$ cat src/rtl/mult_seq_if.sv
// Operand/result handshake bundle for the sequential multiplier.
// Master drives operands and result acceptance; slave is the multiplier.
interface mult_seq_if #(
    parameter int WIDTH = 16
);
    logic               in_valid;
    logic               in_ready;
    logic [WIDTH-1:0]   op_a;
    logic [WIDTH-1:0]   op_b;
    logic               sgn;
    logic               q_mode;
    logic               ovm;
    logic               out_valid;
    logic               out_ready;
    logic [2*WIDTH-1:0] result;
    logic               ovf;

    modport master (
        output in_valid,
        output op_a,
        output op_b,
        output sgn,
        output q_mode,
        output ovm,
        output out_ready,
        input  in_ready,
        input  out_valid,
        input  result,
        input  ovf
    );

    modport slave (
        input  in_valid,
        input  op_a,
        input  op_b,
        input  sgn,
        input  q_mode,
        input  ovm,
        input  out_ready,
        output in_ready,
        output out_valid,
        output result,
        output ovf
    );
endinterface

$ cat src/rtl/mult_seq.sv
// Radix-2 sequential shift-add multiplier, signed/unsigned/fractional,
// with saturating or wrapping fractional overflow handling.
module mult_seq #(
    parameter int WIDTH = 16,
    parameter int CNT_W = 5
) (
    input  logic       clk,
    input  logic       rst_n,
    mult_seq_if.slave  bus
);
    localparam int PW = 2 * WIDTH;

    localparam logic [CNT_W-1:0] LAST = CNT_W'(WIDTH);
    localparam logic [WIDTH-1:0] MIN_V = {1'b1, {(WIDTH-1){1'b0}}};
    localparam logic [PW-1:0]    SAT_P = {1'b0, {(PW-1){1'b1}}};
    localparam logic [PW-1:0]    SAT_N = {1'b1, {(PW-1){1'b0}}};

    typedef enum logic [1:0] {
        S_IDLE,
        S_BUSY,
        S_DONE
    } state_t;

    state_t r_state;
    state_t w_next;

    logic [PW-1:0]    r_mcand;
    logic [WIDTH-1:0] r_mplr;
    logic [PW-1:0]    r_acc;
    logic [CNT_W-1:0] r_cnt;
    logic             r_neg;
    logic             r_q;
    logic             r_ovm;
    logic             r_fovf;
    logic [PW-1:0]    r_result;
    logic             r_ovf;

    logic             w_accept;
    logic             w_a_neg;
    logic             w_b_neg;
    logic [WIDTH-1:0] w_a_mag;
    logic [WIDTH-1:0] w_b_mag;
    logic             w_fovf;
    logic [PW-1:0]    w_sum;
    logic [PW-1:0]    w_sgnd;
    logic [PW-1:0]    w_frac;
    logic [PW-1:0]    w_fin;

    assign bus.in_ready  = (r_state == S_IDLE);
    assign bus.out_valid = (r_state == S_DONE);
    assign bus.result    = r_result;
    assign bus.ovf       = r_ovf;

    assign w_accept = bus.in_valid && (r_state == S_IDLE);

    assign w_a_neg = bus.sgn & bus.op_a[WIDTH-1];
    assign w_b_neg = bus.sgn & bus.op_b[WIDTH-1];
    assign w_a_mag = w_a_neg ? (WIDTH'(0) - bus.op_a) : bus.op_a;
    assign w_b_mag = w_b_neg ? (WIDTH'(0) - bus.op_b) : bus.op_b;

    // (-1) x (-1) in Q format is the only product that cannot be represented
    assign w_fovf = bus.sgn & bus.q_mode
                  & (bus.op_a == MIN_V)
                  & (bus.op_b == MIN_V);

    assign w_sum  = r_acc + (r_mplr[0] ? r_mcand : '0);
    assign w_sgnd = r_neg ? (PW'(0) - r_acc) : r_acc;
    assign w_frac = r_q ? {w_sgnd[PW-2:0], 1'b0} : w_sgnd;
    assign w_fin  = r_fovf ? (r_ovm ? SAT_P : SAT_N) : w_frac;

    always_ff @(posedge clk or negedge rst_n) begin
        if (!rst_n) begin
            r_state <= S_IDLE;
        end else begin
            r_state <= w_next;
        end
    end

    always_comb begin
        w_next = r_state;
        unique case (r_state)
            S_IDLE: begin
                if (bus.in_valid) begin
                    w_next = S_BUSY;
                end
            end
            S_BUSY: begin
                if (r_cnt == LAST) begin
                    w_next = S_DONE;
                end
            end
            S_DONE: begin
                if (bus.out_ready) begin
                    w_next = S_IDLE;
                end
            end
            default: begin
                w_next = S_IDLE;
            end
        endcase
    end

    // Counter runs 0..WIDTH-1 for the bit steps; count WIDTH is the
    // finalise step that applies sign, Q shift and overflow handling.
    always_ff @(posedge clk or negedge rst_n) begin
        if (!rst_n) begin
            r_mcand  <= '0;
            r_mplr   <= '0;
            r_acc    <= '0;
            r_cnt    <= '0;
            r_neg    <= 1'b0;
            r_q      <= 1'b0;
            r_ovm    <= 1'b0;
            r_fovf   <= 1'b0;
            r_result <= '0;
            r_ovf    <= 1'b0;
        end else if (w_accept) begin
            r_mcand <= {{WIDTH{1'b0}}, w_a_mag};
            r_mplr  <= w_b_mag;
            r_acc   <= '0;
            r_cnt   <= '0;
            r_neg   <= w_a_neg ^ w_b_neg;
            r_q     <= bus.q_mode;
            r_ovm   <= bus.ovm;
            r_fovf  <= w_fovf;
        end else if (r_state == S_BUSY) begin
            if (r_cnt != LAST) begin
                r_acc   <= w_sum;
                r_mcand <= {r_mcand[PW-2:0], 1'b0};
                r_mplr  <= {1'b0, r_mplr[WIDTH-1:1]};
                r_cnt   <= r_cnt + CNT_W'(1);
            end else begin
                r_result <= w_fin;
                r_ovf    <= r_fovf;
            end
        end
    end
endmodule

$ cat src/flat_wrapper.sv
// flat-port wrapper written by rule: the top's interface ports become plain ports
module mult_seq_flat 
#(
    parameter int WIDTH = 16,
    parameter int CNT_W = 5
)
  (clk, rst_n, bus_in_valid, bus_op_a, bus_op_b, bus_sgn, bus_q_mode, bus_ovm, bus_out_ready, bus_in_ready, bus_out_valid, bus_result, bus_ovf);
  mult_seq_if #(.WIDTH(WIDTH)) bus_i ();
  input  logic clk;
  input  logic rst_n;
  input wire logic [$bits(bus_i.in_valid)-1:0] bus_in_valid;
  input wire logic [$bits(bus_i.op_a)-1:0] bus_op_a;
  input wire logic [$bits(bus_i.op_b)-1:0] bus_op_b;
  input wire logic [$bits(bus_i.sgn)-1:0] bus_sgn;
  input wire logic [$bits(bus_i.q_mode)-1:0] bus_q_mode;
  input wire logic [$bits(bus_i.ovm)-1:0] bus_ovm;
  input wire logic [$bits(bus_i.out_ready)-1:0] bus_out_ready;
  output wire logic [$bits(bus_i.in_ready)-1:0] bus_in_ready;
  output wire logic [$bits(bus_i.out_valid)-1:0] bus_out_valid;
  output wire logic [$bits(bus_i.result)-1:0] bus_result;
  output wire logic [$bits(bus_i.ovf)-1:0] bus_ovf;
  assign bus_i.in_valid = bus_in_valid;
  assign bus_i.op_a = bus_op_a;
  assign bus_i.op_b = bus_op_b;
  assign bus_i.sgn = bus_sgn;
  assign bus_i.q_mode = bus_q_mode;
  assign bus_i.ovm = bus_ovm;
  assign bus_i.out_ready = bus_out_ready;
  assign bus_in_ready = bus_i.in_ready;
  assign bus_out_valid = bus_i.out_valid;
  assign bus_result = bus_i.result;
  assign bus_ovf = bus_i.ovf;
  mult_seq #(.WIDTH(WIDTH), .CNT_W(CNT_W)) u_core (.clk(clk), .rst_n(rst_n), .bus(bus_i));
endmodule
$ cat config.mk
export PLATFORM = sky130hd
export DESIGN_NAME = mult_seq_flat
export DESIGN_NICKNAME = d
export VERILOG_FILES = /design/src/rtl/mult_seq_if.sv /design/src/rtl/mult_seq.sv /design/src/flat_wrapper.sv
export SDC_FILE = /design/constraint.sdc
export NUM_CORES = 1
export LEC_CHECK = 0
export BUFFER_PORTS_ARGS = -buffer_cell sky130_fd_sc_hd__buf_2
export CAP_MARGIN = 20
export CORE_ASPECT_RATIO = 1.4
export CORE_MARGIN = 2
export CORE_UTILIZATION = 55
export CTS_CLUSTER_SIZE = 12
export DETAILED_ROUTE_END_ITERATION = 6
export PLACE_DENSITY = 0.78
export SLEW_MARGIN = 20
export SYNTH_ARGS = -nofsm -noshare
export SYNTH_HDL_FRONTEND = slang
export SYNTH_SLANG_ARGS = --single-unit
$ cat constraint.sdc
create_clock -name clk -period 3.2 [get_ports clk]
set_clock_uncertainty 0.2 [all_clocks]
set_input_delay 0.8 -clock clk [delete_from_list [all_inputs] [get_ports clk]]
set_output_delay 0.8 -clock clk [all_outputs]
set_load 0.05 [all_outputs]
==> results.sh, run 1 <==
export IMPL_drt_iter0_drc=427
export IMPL_yosysWarnings=0
export IMPL_vias_per_cell=5.98
export IMPL_numCtsBuffers=17
export IMPL_fill_cells=1150
export IMPL_route_detailed_wl_per_inst_um=17.4
export IMPL_clkPwrFrac=0.181
export IMPL_fin_crit_ns=3.33
export IMPL_grt_pass1_vias=7169
export IMPL_critPathArrivalTime_ns=3.47
export IMPL_start_util=0.567
export IMPL_ctsHoldBuffers=0
export IMPL_htree_levels=4
export IMPL_dr_max_layer_used="met4"
export IMPL_p_switching_mw=5.18
export IMPL_avgSynthCellArea_sq_um=8.56
export IMPL_outcome="complete, but fails checks"
export IMPL_ys_seq_area_frac=0.377
export IMPL_tritoncts="yes"
export IMPL_antenna_found_initial=0
export IMPL_hpwl_um=15200
export IMPL_power_density_nw_per_um2=1110
export IMPL_wl_met2_um=11400
export IMPL_ioPinCount=74
export IMPL_critPathKind="reg -> reg"
export IMPL_chipWidth_um=107
export IMPL_pwr_share_comb=0.548
export IMPL_power_leakage_nw=4.44
export IMPL_die_h_um=149
export IMPL_finalCritPeriodShare=1.04
export IMPL_place_gp_congestion=0.991
export IMPL_postPlaceCellArea_sq_um=9090
export IMPL_fin_ws_ns=-0.132
export IMPL_grt_overflow=0
export IMPL_finalHoldViolations=0
export IMPL_cap_viol_max_count=0
export IMPL_cp_max_fo=14
export IMPL_synth_edf_count=0
export IMPL_insertion_delay_ns=0.42
export IMPL_clock_sinks=124
export IMPL_clk_pin_slew_ns=0.06
export IMPL_firstDrtPassIters=5
export IMPL_grt_max_degree=67
export IMPL_core_area_sq_um=14500
export IMPL_drive_above_1_share=0.205
export IMPL_critPathCaptureType="register"
export IMPL_relSlewSlack=0.438
export IMPL_rows=52
export IMPL_totalPowerFinal_mw=11.1
export IMPL_ir_drop_uv=596
export IMPL_ys_seq_elements=124
export IMPL_ys_flop_type="dfrtp_1"
export IMPL_synth_cell_type_count=68
export IMPL_setup_viol=6
export IMPL_swShare=0.467
export IMPL_rsz0062_at_grt="true"
export IMPL_wl_met3_um=1070
export IMPL_synth_area_sq_um=8220
export IMPL_area_growth_syn_to_layout_pct=21.9
export IMPL_p_seq_frac=0.271
export IMPL_grtUsageTotal=0.265
export IMPL_die_area_sq_um=16000
export IMPL_cp_required_ns=3.34
export IMPL_final_nets=1140
export IMPL_synth_cells=960
export IMPL_wirelength_met1_um=8650
export IMPL_hold_depth=2
export IMPL_fmax_ghz=0.300
export IMPL_antenna_left=0
export IMPL_synth_nets=1036
export IMPL_async_reset_ff_frac=1.00
export IMPL_root_buffer="clkbuf_16"
export IMPL_clockBufferDepth=2
export IMPL_reg2reg_depth=13
export IMPL_violations="negative setup slack"
export IMPL_internal_power_mw=5.91
export IMPL_whs_ns=0.276
export IMPL_routed_wl_um=22000
export IMPL_slew_violations=0
export IMPL_hold_path_class="reg -> reg"
export IMPL_n_antenna_cell=0
export IMPL_io_buffers=73
export IMPL_via_count=7561
export IMPL_worst_pin_slew_ns=0.844
export IMPL_cp_start_kind="register"
export IMPL_fin_tns_setup_ns=-0.405
export IMPL_drc=0
export IMPL_grt_pass1_wl_um=33900
export IMPL_final_cell_area_sq_um=10000
## Yosys cell counts (17+ instances only)
master	instances	area, sq um
clkbuf_1	45	169
o21ai_0	84	420
nor2_1	72	270
dfrtp_1	124	3100
a22oi_1	19	143
xnor2_1	41	359
nand2_1	134	503
and2_1	35	219
a22o_1	17	149
xor2_1	45	394
a31oi_1	20	125
inv_1	24	90.1
a21oi_1	72	360
ha_1	36	450
## worst max-delay path, cell delays in order, from the launching register on
cell      delay (ns)
dfrtp_1         0.41
buf_6           0.16
and2_1          0.15
ha_1            0.30
buf_4           0.17
a21oi_2         0.18
o21ai_0         0.18
a21oi_2         0.30
a31oi_4         0.19
o31ai_4         0.33
a21o_1          0.23
a311oi_2        0.12
or2_0           0.23
mux2i_1         0.12
## per-stage QoR
stage                     std cells   util  setup slack (ns)
after global placement         1226  0.626           -0.0181
after global routing           1265  0.691            -0.260
final                          1265  0.691            -0.132
after detailed placement       1226  0.626            -0.107
after CTS                      1258  0.673           -0.0262
after floorplan                 960      -           -0.0187
## worst paths after layout
kind	startpoint	to	slack (ns)
setup / recovery	u_core.r_mplr[0]$_DFFE_PN0P_	u_core.r_acc[31]$_DFFE_PN0P_	-0.13
hold / removal	u_core.bus.result[19]$_DFFE_PN0P_	u_core.bus.result[19]$_DFFE_PN0P_	0.28
setup reg to reg	u_core.r_mplr[0]$_DFFE_PN0P_	u_core.r_acc[31]$_DFFE_PN0P_	-0.13
hold reg to reg	u_core.bus.result[19]$_DFFE_PN0P_	u_core.bus.result[19]$_DFFE_PN0P_	0.28
max in group asynchronous	rst_n	u_core.r_acc[28]$_DFFE_PN0P_	1.74
min in group asynchronous	rst_n	u_core.bus.result[5]$_DFFE_PN0P_	0.30
## registers in the layout (all words and copies together) (netlist names), 2 cells and up
register           cells
u_core.r_acc          32
u_core.r_mplr         16
u_core.r_state         2
u_core.r_cnt           5
u_core.bus.result     32
u_core.r_mcand        32
## cells in the final DEF, fill, tap and decap left out, types with 17 or more instances in the layout
cell       instances
a21oi_1           66
a22o_1            17
a22oi_1           18
a31oi_1           17
and2_1            34
buf_2             72
buf_4             65
clkbuf_16         17
dfrtp_1          123
ha_1              31
inv_1             22
nand2_1          132
nor2_1            70
o21ai_0           76
xnor2_1           40
xor2_1            45
## layer usage
layer / vias to the layer above / global-route usage
met5: - / 0
met4: 0 / 0.108
met3: 71 / 0.0355
met2: 254 / 0.477
met1: 3593 / 0.318
li1: 3643 / -
## power by group through the flow
stage          sequential, mW  clock [mW]  combinational [mW]
5_1_grt                  3.10        2.09                6.61
3_5_place_dp             2.99           0                5.72
2_1_floorplan            3.46           0                3.63
6_report                 3.00        2.01                6.07
3_3_place_gp             2.96           0                5.59
4_1_cts                  2.97        2.02                5.80
## repair_timing
action	CTS	global route
buffers inserted	2	7
endpoints found under the setup margin	7	16
pin swaps	0	14
endpoints found under the hold margin	0	0
gates resized for setup	12	43
## cell families after synthesis
logic type / share of synthesized area
XOR/XNOR: 0.0916
AND/OR/NAND/NOR: 0.184
adder cells (fa/ha/maj): 0.0572
multiplexers: 0.00624
AO/OA/AOI/OAI: 0.245
buffers and inverters: 0.0387
flip-flops: 0.377
## final cells by class
cell class | count | area, sq um | area share
clock buffer | 23 | 468 | 0.0467
tap | 189 | 236 | 0.0236
inverter | 24 | 90.1 | 0.00899
multi-input combinational | 756 | 5080 | 0.507
sequential | 124 | 3100 | 0.310
timing repair buffer | 141 | 902 | 0.0900
clock inverter | 8 | 140 | 0.0140
(Power assumes the default switching activity.)
==> inputs of run 2 (changes only) <==
- ABC_AREA: default -> 1
- CORE_UTILIZATION: 55 -> 56
==> results.sh, run 2 <==
export IMPL_postPlaceCellArea_sq_um=9880
export IMPL_cp_start_kind="register"
export IMPL_grt_pass1_vias=9582
export IMPL_htree_levels=4
export IMPL_multi_input_area_sq_um=5300
export IMPL_whs_ns=0.197
export IMPL_rows=56
export IMPL_synth_nets=1445
export IMPL_synth_top_family_by_area="simple AND/OR/NAND/NOR gates"
export IMPL_seq_area_sq_um=3100
export IMPL_dp_slack_ns=0.546
export IMPL_die_area_sq_um=17800
export IMPL_hold_path_class="in -> async"
export IMPL_ir_drop_uv=578
export IMPL_utilization=0.631
export IMPL_clock_sinks=124
export IMPL_final_nets=1503
export IMPL_outcome="finished, final reports clean"
export IMPL_fin_ws_ns=0.474
export IMPL_synth_largest_area_cell="dfrtp_1"
export IMPL_ys_flop_type="dfrtp_1"
export IMPL_rr_startpoint="u_core.r_mplr[0]$_DFFE_PN0P_"
export IMPL_insertion_delay_ns=0.43
export IMPL_dpl_cell_count=1611
export IMPL_chipWidth_um=113
export IMPL_avgSynthCellArea_sq_um=6.86
export IMPL_stdcell_count=1643
export IMPL_power_leakage_nw=5.42
export IMPL_r2r_end="u_core.r_acc[28]$_DFFE_PN0P_"
export IMPL_synth_cell_type_count=56
export IMPL_drt_iter0_drc=602
export IMPL_grt_util_met2=0.591
export IMPL_fin_tns_setup_ns=0
export IMPL_core_area_sq_um=16600
export IMPL_drc=0
export IMPL_ys_seq_elements=124
export IMPL_relSlewSlack=0.361
export IMPL_routed_wl_um=27800
export IMPL_setup_viol=0
export IMPL_antenna_left=0
export IMPL_synth_simple_gate_area_frac=0.342
export IMPL_via_count=9542
export IMPL_die_h_um=157
export IMPL_grtUsageTotal=0.323
export IMPL_yosysWarnings=0
export IMPL_grt_max_degree=47
export IMPL_cp_required_ns=3.31
export IMPL_clk_pin_slew_ns=0.07
export IMPL_grt_pass1_wl_um=45500
export IMPL_grt_overflow=0
export IMPL_worst_pin_slew_ns=0.957
export IMPL_slew_violations=0
export IMPL_critPathKind="reg -> reg"
export IMPL_r2r_setup_slack_ns=0.47
export IMPL_totalPowerFinal_mw=11.8
export IMPL_busiest_layer="met2"
export IMPL_finalHoldViolations=0
export IMPL_io_buffers=73
export IMPL_yosys_top_cells_count="357 x nand2_1, 182 x inv_1, 169 x nand3_1, 124 x dfrtp_1, 100 x nor2_1"
export IMPL_fmax_ghz=0.367
export IMPL_ctsHoldBuffers=0
export IMPL_reg2reg_depth=16
export IMPL_drive_above_1_share=0.128
export IMPL_mostFrequentLayoutCells="357 x nand2_1, 182 x inv_1, 169 x nand3_1"
export IMPL_synth_most_common_cell="nand2_1"
export IMPL_start_util=0.565
export IMPL_vias_per_cell=5.81
export IMPL_synth_compound_area_frac=0.160
export IMPL_grt_util_met1=0.347
export IMPL_place_gp_congestion=0.943
export IMPL_root_buffer="clkbuf_16"
export IMPL_area_growth_syn_to_layout_pct=11.7
export IMPL_cts_resized=0
export IMPL_rsz0062_at_grt="false"
export IMPL_final_cell_area_sq_um=10500
export IMPL_cap_viol_max_count=0
export IMPL_use_met3=0.0443
export IMPL_firstDrtPassIters=5
export IMPL_finalCritPeriodShare=0.852
export IMPL_cp_max_fo=33
export IMPL_async_reset_ff_frac=1.00
export IMPL_route_detailed_wl_per_inst_um=16.9
export IMPL_critPathArrivalTime_ns=2.84
export IMPL_antenna_found_initial=0
export IMPL_fill_cells=1584
export IMPL_synth_area_leaders="dfrtp_1 33%, nand2_1 14%, nand3_1 9.0%"
export IMPL_numCtsBuffers=17
export IMPL_clockBufferDepth=2
export IMPL_synth_cells=1369
export IMPL_power_density_nw_per_um2=1120
export IMPL_critPathCaptureType="register"
export IMPL_final_common_cell="nand2_1"
export IMPL_synth_xor_area_share=0.0131
export IMPL_muxShareOfSynthArea=0
export IMPL_yosys_area_top_type_share=0.331
export IMPL_synth_edf_count=0
export IMPL_hpwl_um=21100
export IMPL_n_antenna_cell=0
export IMPL_tritoncts="yes"
export IMPL_fin_crit_ns=2.73
export IMPL_ys_seq_area_frac=0.331
export IMPL_cts_setup_buffers=0
export IMPL_yosys_area_share_adder=0.0501
export IMPL_ioPinCount=74
export IMPL_synth_area_sq_um=9390
## run 2: worst max path at each step
stage | from | to | slack [ns] | cells after the start
finish | u_core.r_mplr[0]$_DFFE_PN0P_ | u_core.r_acc[28]$_DFFE_PN0P_ | 0.47 | 16
global route | u_core.r_mplr[0]$_DFFE_PN0P_ | u_core.r_acc[28]$_DFFE_PN0P_ | 0.18 | 16
CTS | u_core.r_mplr[0]$_DFFE_PN0P_ | u_core.r_acc[28]$_DFFE_PN0P_ | 0.52 | 16
detailed placement | u_core.r_mplr[0]$_DFFE_PN0P_ | u_core.r_acc[28]$_DFFE_PN0P_ | 0.55 | 16
global placement | u_core.r_mplr[0]$_DFFE_PN0P_ | u_core.r_acc[30]$_DFFE_PN0P_ | 0.61 | 16
floorplan | u_core.r_mplr[0]$_DFFE_PN0P_ | u_core.r_acc[30]$_DFFE_PN0P_ | 0.64 | 17
## run 2: cells by family after synthesis
family | count (synthesis)
adder cells (fa/ha/maj) | 37
buffers and inverters | 238
XOR/XNOR | 14
AO/OA/AOI/OAI | 242
AND/OR/NAND/NOR | 714
flip-flops | 124
## run 2: cell type report
cell class | count | area share
inverters | 192 | 0.0690
multi-input cells | 1007 | 0.506
clock inverters | 15 | 0.0168
well taps | 203 | 0.0242
repair buffers | 85 | 0.0473
flip-flops and latches | 124 | 0.296
clock buffers | 17 | 0.0406
## run 2: layer usage
layer / wire [um] / share of wire
met4: 1780 / 0.064
met5: 0 / 0
met1: 10300 / 0.37
met2: 14500 / 0.52
met3: 1190 / 0.043
## run 2: worst max-delay path, stage by stage (launching register included)
cell	delay [ns]
dfrtp_1	0.32
buf_4	0.31
nand2_1	0.09
inv_1	0.08
ha_1	0.17
inv_1	0.06
fa_1	0.42
o21ai_2	0.26
nand2_1	0.11
nand2_2	0.12
nand2_1	0.06
nand2_1	0.10
nand2_1	0.08
nand2_1	0.07
nand2_1	0.05
nand3_1	0.06
nand2_1	0.05
## run 2: where the power goes
part	total (mW)	internal (mW)	switching, mW	leakage, nW
Sequential	3.03	2.31	0.726	1.54
Combinational	6.74	2.14	4.60	3.59
Clock	1.99	1.12	0.877	0.292
Total	11.8	5.56	6.21	5.42
==> inputs of run 3 (changes only) <==
- CORE_UTILIZATION: 56 -> 60
- PLACE_DENSITY: 0.78 -> 0.8
- clock period: 3.2 -> 2.7 ns (I/O delays scaled with it)
==> results.sh, run 3 (same netlist as run 2, synthesis figures left out) <==
export IMPL_rsz0062_at_grt="false"
export IMPL_p_seq_frac=0.257
export IMPL_critPathCaptureType="register"
export IMPL_crit_chain="buf_8 > buf_4 > nand2_1 > inv_1 > ha_2 > nand2_1 > nor2_1 > inv_1 > nor2_1 > nand4_1 > nand3b_1 > nand2_1 > nand2_1 > o21ai_0"
export IMPL_insertion_delay_ns=0.43
export IMPL_root_buffer="clkbuf_16"
export IMPL_drive_above_1_share=0.140
export IMPL_grt_max_degree=46
export IMPL_utilization=0.686
export IMPL_critPathKind="reg -> reg"
export IMPL_vias_per_cell=5.80
export IMPL_chipWidth_um=110
export IMPL_drt_iter0_drc=565
export IMPL_clock_sinks=124
export IMPL_mostFrequentLayoutCells="357 x nand2_1, 182 x inv_1, 169 x nand3_1"
export IMPL_cp_start_kind="register"
export IMPL_clk_pin_slew_ns=0.06
export IMPL_core_area_sq_um=15500
export IMPL_hold_path_class="in -> async"
export IMPL_numCtsBuffers=17
export IMPL_via_count=9564
export IMPL_ioPinCount=74
export IMPL_n_antenna_cell=0
export IMPL_final_common_cell="nand2_1"
export IMPL_firstDrtPassIters=5
export IMPL_rows=54
export IMPL_tritoncts="yes"
export IMPL_power_leakage_nw=5.48
export IMPL_crit_top_cell="nand2_1"
export IMPL_cp_max_fo=28
export IMPL_fin_ws_ns=0.203
export IMPL_die_area_sq_um=16700
export IMPL_grtUsageTotal=0.351
export IMPL_internal_power_mw=6.86
export IMPL_grt_pass1_vias=9739
export IMPL_setup_viol=0
export IMPL_seq_area_sq_um=3100
export IMPL_antenna_found_initial=0
export IMPL_die_h_um=152
export IMPL_area_growth_syn_to_layout_pct=13.2
export IMPL_hpwl_um=20800
export IMPL_whs_ns=0.0432
export IMPL_io_buffers=73
export IMPL_routed_wl_um=27200
export IMPL_multi_input_area_sq_um=5340
export IMPL_fin_crit_ns=2.50
export IMPL_fill_cells=1370
export IMPL_clkPwrFrac=0.171
export IMPL_fmax_ghz=0.400
export IMPL_antenna_left=0
export IMPL_finalHoldViolations=0
export IMPL_ir_drop_uv=911
export IMPL_grt_overflow=0
export IMPL_critPathArrivalTime_ns=2.61
export IMPL_start_util=0.607
export IMPL_route_detailed_wl_per_inst_um=16.5
export IMPL_htree_levels=4
export IMPL_fin_tns_setup_ns=0
export IMPL_ctsHoldBuffers=0
export IMPL_cpPeakStageDelay_ns=0.44
export IMPL_cp_required_ns=2.81
export IMPL_critPathBufInv=4
export IMPL_place_gp_congestion=0.989
export IMPL_final_nets=1515
export IMPL_dp_slack_ns=0.0923
export IMPL_swShare=0.514
export IMPL_drc=0
export IMPL_slew_violations=0
export IMPL_relSlewSlack=0.508
export IMPL_cap_viol_max_count=0
export IMPL_finalCritPeriodShare=0.925
export IMPL_cpLargestDelayFamily="simple AND/OR/NAND/NOR gates"
export IMPL_power_density_nw_per_um2=1330
export IMPL_worst_pin_slew_ns=0.737
export IMPL_outcome="finished, final reports clean"
export IMPL_crit_path_top_delay_cell="dfrtp_2"
export IMPL_pwr_share_comb=0.573
export IMPL_clockBufferDepth=2
export IMPL_grt_pass1_wl_um=45900
export IMPL_p_switching_mw=7.26
## run 3: changes by cell type in the layout (fill, tap and decap cells not counted), sizes merged
cell	delta
buf	+12
bufinv	+2
clkbuf	+1
clkinv	+1
clkinvlp	-1
inv	-3
## run 3: layout make-up
cell class                      count  area share
Multi-Input combinational cell   1007       0.503
Timing Repair Buffer               97      0.0558
Clock inverter                     14      0.0172
Inverter                          192      0.0681
Sequential cell                   124       0.292
Tap cell                          196      0.0231
Clock buffer                       18      0.0404
## run 3: through the flow
step | area, sq um | instances | power (mW)
after CTS | 10600 | 1648 | 14.0
final | 10600 | 1648 | 14.1
after detailed placement | 9960 | 1616 | 11.5
after floorplan | 9390 | 1369 | 9.42
after global routing | 10600 | 1648 | 15.2
after global placement | 9960 | 1616 | 11.4
## run 3: final timing paths
check	from	cells after the start	slack (ns)	to
worst max-delay path	u_core.r_mplr[0]$_DFFE_PN0P_	14	0.20	u_core.r_acc[20]$_DFFE_PN0P_
worst min-delay path	rst_n	1	0.04	u_core.r_mcand[25]$_DFFE_PN0P_
worst max register to register	u_core.r_mplr[0]$_DFFE_PN0P_	14	0.20	u_core.r_acc[20]$_DFFE_PN0P_
worst min register to register	u_core.r_mplr[13]$_DFFE_PN0P_	2	0.29	u_core.r_mplr[13]$_DFFE_PN0P_
max in group asynchronous	rst_n	2	1.57	u_core.bus.result[10]$_DFFE_PN0P_
min in group clk	bus_out_ready	2	0.21	u_core.r_state[1]$_DFFE_PN0P_
## run 3: per-layer routing
layer,wire (um),global-route usage,up-vias
met3,1240,0.0519,123
met4,2030,0.234,0
met1,10200,0.395,4441
li1,-,-,4674
met2,13800,0.601,326
met5,0,0,-
## run 3: repair_timing
action,CTS,global route
gates resized for setup,0,13
buffers inserted,0,0
setup endpoints to repair,0,18
## run 3: power by group through the flow
stage | Clock, mW | Sequential, mW | Combinational (mW)
after floorplan | 0 | 4.17 | 5.25
after global placement | 0 | 3.59 | 7.78
after detailed placement | 0 | 3.61 | 7.92
after CTS | 2.43 | 3.60 | 7.97
after global routing | 2.50 | 3.72 | 9.00
final | 2.41 | 3.62 | 8.09
